### src/rtl/cell_read_scheduler.sv
// -----------------------------------------------------------------------------
// cell_read_scheduler
//
// Per-output-port dequeue scheduler for the shared cell buffer. Each output
// queue is a linked list in the buffer; this block keeps the head pointer and
// cell count of every queue, picks one ready, non-empty queue per cycle,
// drives the buffer read, and follows the list by capturing the next-cell
// pointer the buffer returns one cycle after each read.
//
// Build option:
//   SCHED_STRICT_PRIO_EN  defined   -> fixed priority, lowest eligible port wins
//                         undefined -> round-robin starting after the last grant
//
// Ports:
//   clk          clock, all state on rising edge
//   rst          synchronous active-high reset
//   enq_valid    accepted buffer write linked to queue enq_port this cycle
//   enq_port     destination queue of the enqueued cell
//   enq_addr     buffer address of the enqueued cell
//   port_ready   bit p: output p can accept a cell
//   rd_en        buffer read enable (combinational, zero-cycle grant)
//   rd_addr      buffer read address = head of the granted queue
//   next_ptr     next-cell pointer from the buffer, valid the cycle after rd_en
//   cell_valid   buffer read data valid (registered rd_en)
//   cell_port    output port owning the current read data
//   queue_empty  bit p: queue p holds no cells
// -----------------------------------------------------------------------------
module cell_read_scheduler #(
  parameter int nbrOfPorts   = 4,
  parameter int addresses    = 32,
  parameter int addressWidth = $clog2(addresses)
) (
  input  logic                          clk,
  input  logic                          rst,
  input  logic                          enq_valid,
  input  logic [$clog2(nbrOfPorts)-1:0] enq_port,
  input  logic [addressWidth-1:0]       enq_addr,
  input  logic [nbrOfPorts-1:0]         port_ready,
  output logic                          rd_en,
  output logic [addressWidth-1:0]       rd_addr,
  input  logic [addressWidth-1:0]       next_ptr,
  output logic                          cell_valid,
  output logic [$clog2(nbrOfPorts)-1:0] cell_port,
  output logic [nbrOfPorts-1:0]         queue_empty
);

  localparam int PW = $clog2(nbrOfPorts);
  localparam int CW = $clog2(addresses + 1);
  localparam logic [CW-1:0] CNT_ZERO = {CW{1'b0}};
  localparam logic [CW-1:0] CNT_ONE  = {{(CW-1){1'b0}}, 1'b1};

  // EMPTY: no cells; ARMED: cells queued, head valid; PTR_WAIT: head was just
  // read and its successor pointer is arriving on next_ptr this cycle.
  typedef enum logic [1:0] {
    Q_EMPTY    = 2'd0,
    Q_ARMED    = 2'd1,
    Q_PTR_WAIT = 2'd2
  } q_state_e;

  q_state_e                st_q        [nbrOfPorts];
  q_state_e                st_d        [nbrOfPorts];
  logic [addressWidth-1:0] head_q      [nbrOfPorts];
  logic [addressWidth-1:0] head_d      [nbrOfPorts];
  logic [CW-1:0]           count_q     [nbrOfPorts];
  logic [CW-1:0]           count_d     [nbrOfPorts];
  logic [addressWidth-1:0] byp_addr_q  [nbrOfPorts];
  logic [addressWidth-1:0] byp_addr_d  [nbrOfPorts];
  logic [nbrOfPorts-1:0]   byp_valid_q;
  logic [nbrOfPorts-1:0]   byp_valid_d;

  logic                    cell_valid_q;
  logic [PW-1:0]           cell_port_q;

  logic [nbrOfPorts-1:0]   elig_s;
  logic [nbrOfPorts-1:0]   gnt_vec_s;
  logic [nbrOfPorts-1:0]   enq_vec_s;
  logic                    gnt_any_s;
  logic [PW-1:0]           gnt_port_s;

  // Eligibility, per-port grant/enqueue decode and empty flags.
  always_comb begin
    for (int p = 0; p < nbrOfPorts; p++) begin
      elig_s[p]      = port_ready[p] & (st_q[p] == Q_ARMED);
      gnt_vec_s[p]   = rd_en & (gnt_port_s == PW'(p));
      enq_vec_s[p]   = enq_valid & (enq_port == PW'(p));
      queue_empty[p] = (count_q[p] == CNT_ZERO);
    end
  end

`ifdef SCHED_STRICT_PRIO_EN
  // Fixed priority: scanning downwards lets the lowest eligible index win.
  always_comb begin
    gnt_any_s  = 1'b0;
    gnt_port_s = {PW{1'b0}};
    for (int i = nbrOfPorts - 1; i >= 0; i--) begin
      gnt_any_s  = gnt_any_s | elig_s[i];
      gnt_port_s = elig_s[i] ? PW'(i) : gnt_port_s;
    end
  end
`else
  logic [PW-1:0] rr_last_q;

  // Round-robin: candidates rr_last+1 .. rr_last+N (mod N, power of two).
  // Scanning from the farthest candidate back lets the nearest one win.
  always_comb begin
    gnt_any_s  = 1'b0;
    gnt_port_s = {PW{1'b0}};
    for (int k = nbrOfPorts; k >= 1; k--) begin
      gnt_any_s  = gnt_any_s | elig_s[rr_last_q + PW'(k)];
      gnt_port_s = elig_s[rr_last_q + PW'(k)] ? (rr_last_q + PW'(k)) : gnt_port_s;
    end
  end

  // Round-robin pointer: remembers the most recently granted port.
  always_ff @(posedge clk) begin
    if (rst) begin
      rr_last_q <= PW'(nbrOfPorts - 1);
    end else if (gnt_any_s) begin
      rr_last_q <= gnt_port_s;
    end else begin
      rr_last_q <= rr_last_q;
    end
  end
`endif

  // Buffer read port; grants are suppressed while reset is asserted.
  assign rd_en   = gnt_any_s & ~rst;
  assign rd_addr = rd_en ? head_q[gnt_port_s] : {addressWidth{1'b0}};

  // Per-queue next state: pointer follow, count update, bypass capture.
  always_comb begin
    for (int p = 0; p < nbrOfPorts; p++) begin
      head_d[p]      = head_q[p];
      count_d[p]     = count_q[p];
      byp_valid_d[p] = byp_valid_q[p];
      byp_addr_d[p]  = byp_addr_q[p];
      st_d[p]        = st_q[p];

      // Successor of the cell read last cycle: a cell linked while its
      // predecessor was being read wins over the stale next_ptr.
      if (st_q[p] == Q_PTR_WAIT) begin
        if (byp_valid_q[p]) begin
          head_d[p]      = byp_addr_q[p];
          byp_valid_d[p] = 1'b0;
        end else if (count_q[p] != CNT_ZERO) begin
          head_d[p] = next_ptr;
        end else begin
          head_d[p] = head_q[p];
        end
      end else begin
        head_d[p] = head_q[p];
      end

      if (gnt_vec_s[p]) begin
        if (enq_vec_s[p]) begin
          // Read and enqueue cancel; if the read drains the last cell, the
          // new cell's address is not yet in next_ptr, so keep it aside.
          count_d[p] = count_q[p];
          if (count_q[p] == CNT_ONE) begin
            byp_valid_d[p] = 1'b1;
            byp_addr_d[p]  = enq_addr;
          end else begin
            byp_valid_d[p] = byp_valid_q[p];
          end
        end else begin
          count_d[p] = count_q[p] - CNT_ONE;
        end
      end else if (enq_vec_s[p]) begin
        count_d[p] = count_q[p] + CNT_ONE;
        // Empty queue (idle or waiting on a drained pointer): new cell is head.
        head_d[p]  = (count_q[p] == CNT_ZERO) ? enq_addr : head_d[p];
      end else begin
        count_d[p] = count_q[p];
      end

      if (gnt_vec_s[p]) begin
        st_d[p] = Q_PTR_WAIT;
      end else if (count_d[p] == CNT_ZERO) begin
        st_d[p] = Q_EMPTY;
      end else begin
        st_d[p] = Q_ARMED;
      end
    end
  end

  // Per-queue state registers.
  always_ff @(posedge clk) begin
    if (rst) begin
      for (int p = 0; p < nbrOfPorts; p++) begin
        st_q[p]       <= Q_EMPTY;
        head_q[p]     <= {addressWidth{1'b0}};
        count_q[p]    <= CNT_ZERO;
        byp_addr_q[p] <= {addressWidth{1'b0}};
      end
      byp_valid_q <= {nbrOfPorts{1'b0}};
    end else begin
      for (int p = 0; p < nbrOfPorts; p++) begin
        st_q[p]       <= st_d[p];
        head_q[p]     <= head_d[p];
        count_q[p]    <= count_d[p];
        byp_addr_q[p] <= byp_addr_d[p];
      end
      byp_valid_q <= byp_valid_d;
    end
  end

  // Read-data qualifiers, aligned with the buffer's one-cycle read latency.
  always_ff @(posedge clk) begin
    if (rst) begin
      cell_valid_q <= 1'b0;
      cell_port_q  <= {PW{1'b0}};
    end else if (rd_en) begin
      cell_valid_q <= 1'b1;
      cell_port_q  <= gnt_port_s;
    end else begin
      cell_valid_q <= 1'b0;
      cell_port_q  <= cell_port_q;
    end
  end

  assign cell_valid = cell_valid_q;
  assign cell_port  = cell_port_q;

endmodule

### config.mk
export PLATFORM = sky130hd
export DESIGN_NAME = cell_read_scheduler
export DESIGN_NICKNAME = d
export VERILOG_FILES = /design/src/rtl/cell_read_scheduler.sv
export SDC_FILE = /design/constraint.sdc
export NUM_CORES = 1
export LEC_CHECK = 0
export BUFFER_PORTS_ARGS = -buffer_cell sky130_fd_sc_hd__buf_4
export CAP_MARGIN = 15
export CORE_ASPECT_RATIO = 0.6
export CORE_MARGIN = 10
export CORE_UTILIZATION = 43
export DETAILED_ROUTE_END_ITERATION = 8
export PLACE_DENSITY = 0.68
export SKIP_CTS_REPAIR_TIMING = 1
export SLEW_MARGIN = 10
export SYNTH_ARGS = -nofsm -noshare
export SYNTH_HDL_FRONTEND = slang
export SYNTH_SLANG_ARGS = --single-unit
### constraint.sdc
create_clock -name clk -period 2.55 [get_ports clk]
set_input_delay 0.1275 -clock clk [delete_from_list [all_inputs] [get_ports clk]]
set_output_delay 0.1275 -clock clk [all_outputs]
set_load 0.05 [all_outputs]
After elaboration in Yosys (flattened, before gate mapping)
Memories as Yosys holds them, arrays and structs flattened.
Cells that the tools add are included.
- bits in registers: 9
- output and inout port bits: 13
- input bits: 19
- word-level logic and storage cells: 200
- memories kept: 4
- RAM bits: 72
- reductions and logical operators: 14
- mux-type cells: 105
- eq/ne operators: 22
- $add $sub $neg: 11
- bitwise logic cells: 33
- order comparisons: 4
- memory list (memory ; words ; width ; rd ports ; clocked after Yosys merged registers in ; write ports ; RTL line ; RTL):
    count_q ; 4 ; 6 ; 4 ; 0 ; 4 ; 64 ; logic [CW-1:0] count_q [nbrOfPorts];
    byp_addr_q ; 4 ; 5 ; 4 ; 0 ; 4 ; 66 ; logic [addressWidth-1:0] byp_addr_q [nbrOfPorts];
    head_q ; 4 ; 5 ; 5 ; 0 ; 4 ; 62 ; logic [addressWidth-1:0] head_q [nbrOfPorts];
    st_q ; 4 ; 2 ; 4 ; 0 ; 4 ; 60 ; q_state_e st_q [nbrOfPorts];
- operator list (cell ; count):
    $mux 5 ; 45
    $mux 6 ; 16
    $logic_not 6->1 ; 8
    $mux 1 ; 28
    $add 6x1->6 const B ; 4
    $eq 6x1->1 const B ; 4
    $mux 2 ; 12
    $reduce_bool 6->1 ; 4
    $sub 6x1->6 const B ; 4
    $or 1x1->1 ; 19
    $eq 2x2->1 const B ; 8
    $and 1x1->1 ; 13
    $eq 2x1->1 const B ; 6
    $lt 2x3->1 const B ; 4
    $ne 3x2->1 const B ; 4
    $bmux 1 s2 ; 4
    $add 2x2->2 const B ; 2
    $logic_not 2->1 ; 2
    $add 2x1->2 const B ; 1
    $not 1->1 ; 1

Logic depth before layout (Yosys ltp)
An unclocked memory read counts as a cell.
- word-level depth: 16
- depth in mapped cells: 10
- mapped depth without buffers: 8

Worst setup path after synthesis
OpenSTA, ideal clock, no wires.
- kind: reg-to-reg
- start: memory st_q[1][0] in the netlist's numbering
- end: memory st_q[1][0] in the netlist's numbering
- clock period less this slack: 2196 ps
- library setup time: 134 ps
- slack: 354 ps
- data required time: 2416 ps
- buffers on the path: 1
- cell stages (with the launch flop): 10
- arrival time: 2062 ps
- cells stage by stage: dfxtp_1 > nand3b_4 > a41o_4 > clkinv_4 > o21ai_2 > buf_6 > nor2_4 > mux2_2 > a221oi_1 > a311oi_1
- RTL lines (item ; RTL line):
    from (decl) ; 60

==> results by group <==
Yosys
  – Post-synth EDFFs: 0
  – Gate count of the mapped netlist: 550
  – Top-area cell type share of the netlist area: 33.5%
  – Post-Syn Nets: 585
  – Post-synthesis register bit count: 81
  – Leading cell types by total area after synthesis: sky130_fd_sc_hd__dfxtp_1 34%, sky130_fd_sc_hd__mux2i_1 9.3%, sky130_fd_sc_hd__nand2_1 5.1%
  – Sequential-to-total area share from yosys stat: 33.5%
  – Async set or reset register ratio after synthesis: 0%
  – Leading register cell type out of synthesis: sky130_fd_sc_hd__dfxtp_1
  – Summed instance area of the synthesized netlist: 4830 um^2
  – Syn. warnings: 0
  – Most area-hungry cell type in the Yosys netlist: sky130_fd_sc_hd__dfxtp_1
  – Avg Cell Area, Syn: 8.79 um^2
  – Unique masters post-synth: 73

Route
  – Detailed-route via count: 4381
  – Wire per inst: 18.6 um
  – DR DRC count: 0
  – Number of vias per cell: 6.06
  – Number of DRC markers in iteration 0: 438
  – Antenna-violating nets left: 0
  – Routed WL: 13400 um
  – Number of optimization iterations in the first detailed-route pass: 8

Setup path
  – CP endpoint kind: output pin
  – Kind of start point of the critical path: register
  – Maximum fanout count along the critical path: 6
  – CP Class: register to output pin
  – Crit path required time: 2.42 ns
  – Beginning of the worst register-to-register path: st_q[2][0]
  – Worst endpoint data arrival time: 2.38 ns
  – Worst-case reg-to-reg path depth: 9
  – Flop-to-flop setup slack: 0.09 ns
  – Reg-to-reg critical path endpoint: st_q[0][0]

Timing
  – Minimum clock period after layout: 2.51 ns
  – Final worst setup slack: 0.0416 ns
  – Period utilization: 98.4%
  – Fmax achieved: 399 MHz
  – RSZ-0062 raised after global routing: true
  – Fin. Hold Viols: 0
  – Final Setup Violations: 0
  – Number of pins exceeding their max-slew limit in the final report: 0
  – Tightest slew margin relative to the limit: 44.6%
  – Worst Max-Slew Pin Slew: 0.830 ns
  – Setup Skew: 0.00879 ns

Die
  – Number of I/O pins: 32
  – Die boundary width: 157 um
  – Row cnt: 29
  – Area of the core: 10800 um^2
  – Initial core utilization: 44.9%
  – Height of the die: 102 um
  – Die footprint: 16000 um^2

Place
  – Input/output buffers: 31
  – Post-placement cell area: 5220 um^2
  – Final HPWL from detailed placement: 9930 um
  – Setup slack after placement: 0.116 ns
  – GP Congestion: 0.884

Run status
  – Result of the run: finished, final reports clean

Clock tree
  – Number of buffers created by CTS: 9
  – Skew-Pair Late Insertion Delay: 0.35 ns
  – CTS max path bufs: 2
  – Post-CTS clock slew at the launch and capture registers of the worst setup and hold paths: 0.06 ns
  – Number of clock sinks seen by CTS: 81
  – TritonCTS clock tree: done
  – Buffer type at the clock tree root: sky130_fd_sc_hd__clkbuf_16
  – Number of H-tree levels: 3

Global routing
  – Wire length of the first global-routing pass: 21200 um
  – Vias in the first global route: 3981
  – Pin count of the biggest net entering global routing: 75
  – Grt ovf: 0
  – GRT Overall Usage: 16.6%
  – Initial antenna violation count: 0

Min path
  – HP Class: input port to register
  – Worst Hold Launch: enq_addr[3]
  – Hold Path Depth: 3
  – Min-Delay Endpoint: head_q[1][3]

Power and ir drop
  – IR Drop Worst-Case VDD: 0.000395 V
  – Power density cells: 975 nW/um^2
  – Leakage dissipation: 2.18 nW

Cells and area
  – Share of the core filled with cells: 51.8%
  – P&R area growth vs syn: 15.5%
  – Fraction of final layout cells with drive strength greater than 1: 18.8%
  – Layout net count: 615
  – Layout Cell Area excl Fill: 5580 um^2
  – Number of antenna cells inserted: 0

Run
  – Maximum Capacitance Violations: 0
-- state kept, by name, indices dropped and copies added, names as in the netlist --
signal and cells:
byp_addr_q 20, head_q 20, byp_valid_q 4, st_q 8
cell_valid 1, cell_port 2, count_q 24, rr_last_q 2
-- through the flow --
step                setup TNS, ns  std cells  hold slack [ns]  power (mW)
floorplan                       0        550            0.362        3.35
global placement                0        705            0.442        3.89
detailed placement              0        705            0.443        3.94
CTS                        -0.715        720           0.0861        5.23
global route              -0.0271        723           0.0930        5.72
finish                          0        723           0.0921        5.44
-- logic make-up (layout without fill, tap and decap cells) --
logic type | count (synthesis) | count (layout) | share of synthesized area [%]
simple gates | 219 | 219 | 24.5
compound gates | 118 | 118 | 18.8
flops | 81 | 81 | 33.5
fa+ha+maj | 17 | 17 | 4.35
xor+xnor | 11 | 11 | 1.99
buf+inv | 53 | 87 | 4.92
mux | 51 | 51 | 11.9
-- cell type report --
type	instances	area, um^2
clock buffers	10	229
clock inverters	5	57.6
fillers	973	5190
inverters	21	83.8
multi-input cells	416	3000
flip-flops and latches	81	1620
well taps	139	174
repair buffers	51	415
-- cell usage after synthesis (7+ instances only) --
library cell,n
sky130_fd_sc_hd__dfxtp_1,81
sky130_fd_sc_hd__xnor2_1,9
sky130_fd_sc_hd__inv_1,19
sky130_fd_sc_hd__mux2i_1,45
sky130_fd_sc_hd__nor4_1,10
sky130_fd_sc_hd__nand4_1,7
sky130_fd_sc_hd__a211oi_1,10
sky130_fd_sc_hd__a21oi_1,32
sky130_fd_sc_hd__ha_1,16
sky130_fd_sc_hd__nor2_1,52
sky130_fd_sc_hd__nor2b_1,12
sky130_fd_sc_hd__nand3_1,13
sky130_fd_sc_hd__clkbuf_1,18
sky130_fd_sc_hd__nand2_1,66
sky130_fd_sc_hd__o221ai_1,17
-- worst max-delay path, stage by stage, from the launching register on --
cell,delay (ns)
sky130_fd_sc_hd__dfxtp_1,0.39
sky130_fd_sc_hd__nand3b_4,0.17
sky130_fd_sc_hd__a211oi_2,0.32
sky130_fd_sc_hd__a21o_2,0.17
sky130_fd_sc_hd__buf_12,0.13
sky130_fd_sc_hd__mux4_2,0.48
sky130_fd_sc_hd__and2_1,0.19
sky130_fd_sc_hd__buf_4,0.19
-- layer usage --
layer / vias up / track usage (%) / wire length, um
met1: 2101 / 23.7 / 6490
met3: 9 / 5.37 / 1280
li1: 2081 / - / -
met4: 0 / 4.33 / 91
met5: - / 0 / 0
met2: 190 / 23.2 / 5560
-- how the worst max path moves through the flow --
| stage | startpoint | end | slack, ns |
|---|---|---|---|
| finish | st_q[1][0] | rd_addr[2] | 0.04 |
| global route | st_q[1][0] | rd_addr[2] | -0.02 |
| CTS | st_q[2][1] | rd_addr[3] | -0.19 |
| detailed placement | st_q[2][1] | st_q[3][0] | 0.12 |
| global placement | st_q[1][0] | st_q[2][0] | 0.07 |
| floorplan | st_q[1][0] | st_q[1][0] | 0.35 |
-- power breakdown --
part,total (mW),internal [mW],switching (mW)
Sequential,1.66,1.45,0.206
Combinational,2.49,0.991,1.50
Clock,1.29,0.754,0.539
Total,5.44,3.19,2.25
-- layout by cell type (no fill, tap or decap), types with 5 or more instances in the layout --
| cell type | netlist | layout |
|---|---|---|
| sky130_fd_sc_hd__a211o_1 | 5 | 5 |
| sky130_fd_sc_hd__a211oi_1 | 10 | 9 |
| sky130_fd_sc_hd__a21oi_1 | 32 | 32 |
| sky130_fd_sc_hd__a311oi_1 | 6 | 6 |
| sky130_fd_sc_hd__and2_1 | 6 | 6 |
| sky130_fd_sc_hd__and3_1 | 6 | 6 |
| sky130_fd_sc_hd__buf_4 | 2 | 47 |
| sky130_fd_sc_hd__clkbuf_16 | 0 | 9 |
| sky130_fd_sc_hd__dfxtp_1 | 81 | 80 |
| sky130_fd_sc_hd__ha_1 | 16 | 16 |
| sky130_fd_sc_hd__inv_1 | 19 | 19 |
| sky130_fd_sc_hd__mux2i_1 | 45 | 45 |
| sky130_fd_sc_hd__mux4_2 | 5 | 5 |
| sky130_fd_sc_hd__nand2_1 | 66 | 66 |
| sky130_fd_sc_hd__nand3_1 | 13 | 13 |
| sky130_fd_sc_hd__nand3b_1 | 5 | 5 |
| sky130_fd_sc_hd__nand4_1 | 7 | 7 |
| sky130_fd_sc_hd__nor2_1 | 52 | 52 |
| sky130_fd_sc_hd__nor2b_1 | 12 | 12 |
| sky130_fd_sc_hd__nor4_1 | 10 | 9 |
| sky130_fd_sc_hd__o211ai_1 | 5 | 5 |
| sky130_fd_sc_hd__o21ai_0 | 6 | 5 |
| sky130_fd_sc_hd__o221ai_1 | 17 | 16 |
| sky130_fd_sc_hd__xnor2_1 | 9 | 9 |
No activity file was read; power rests on OpenSTA's default activity.
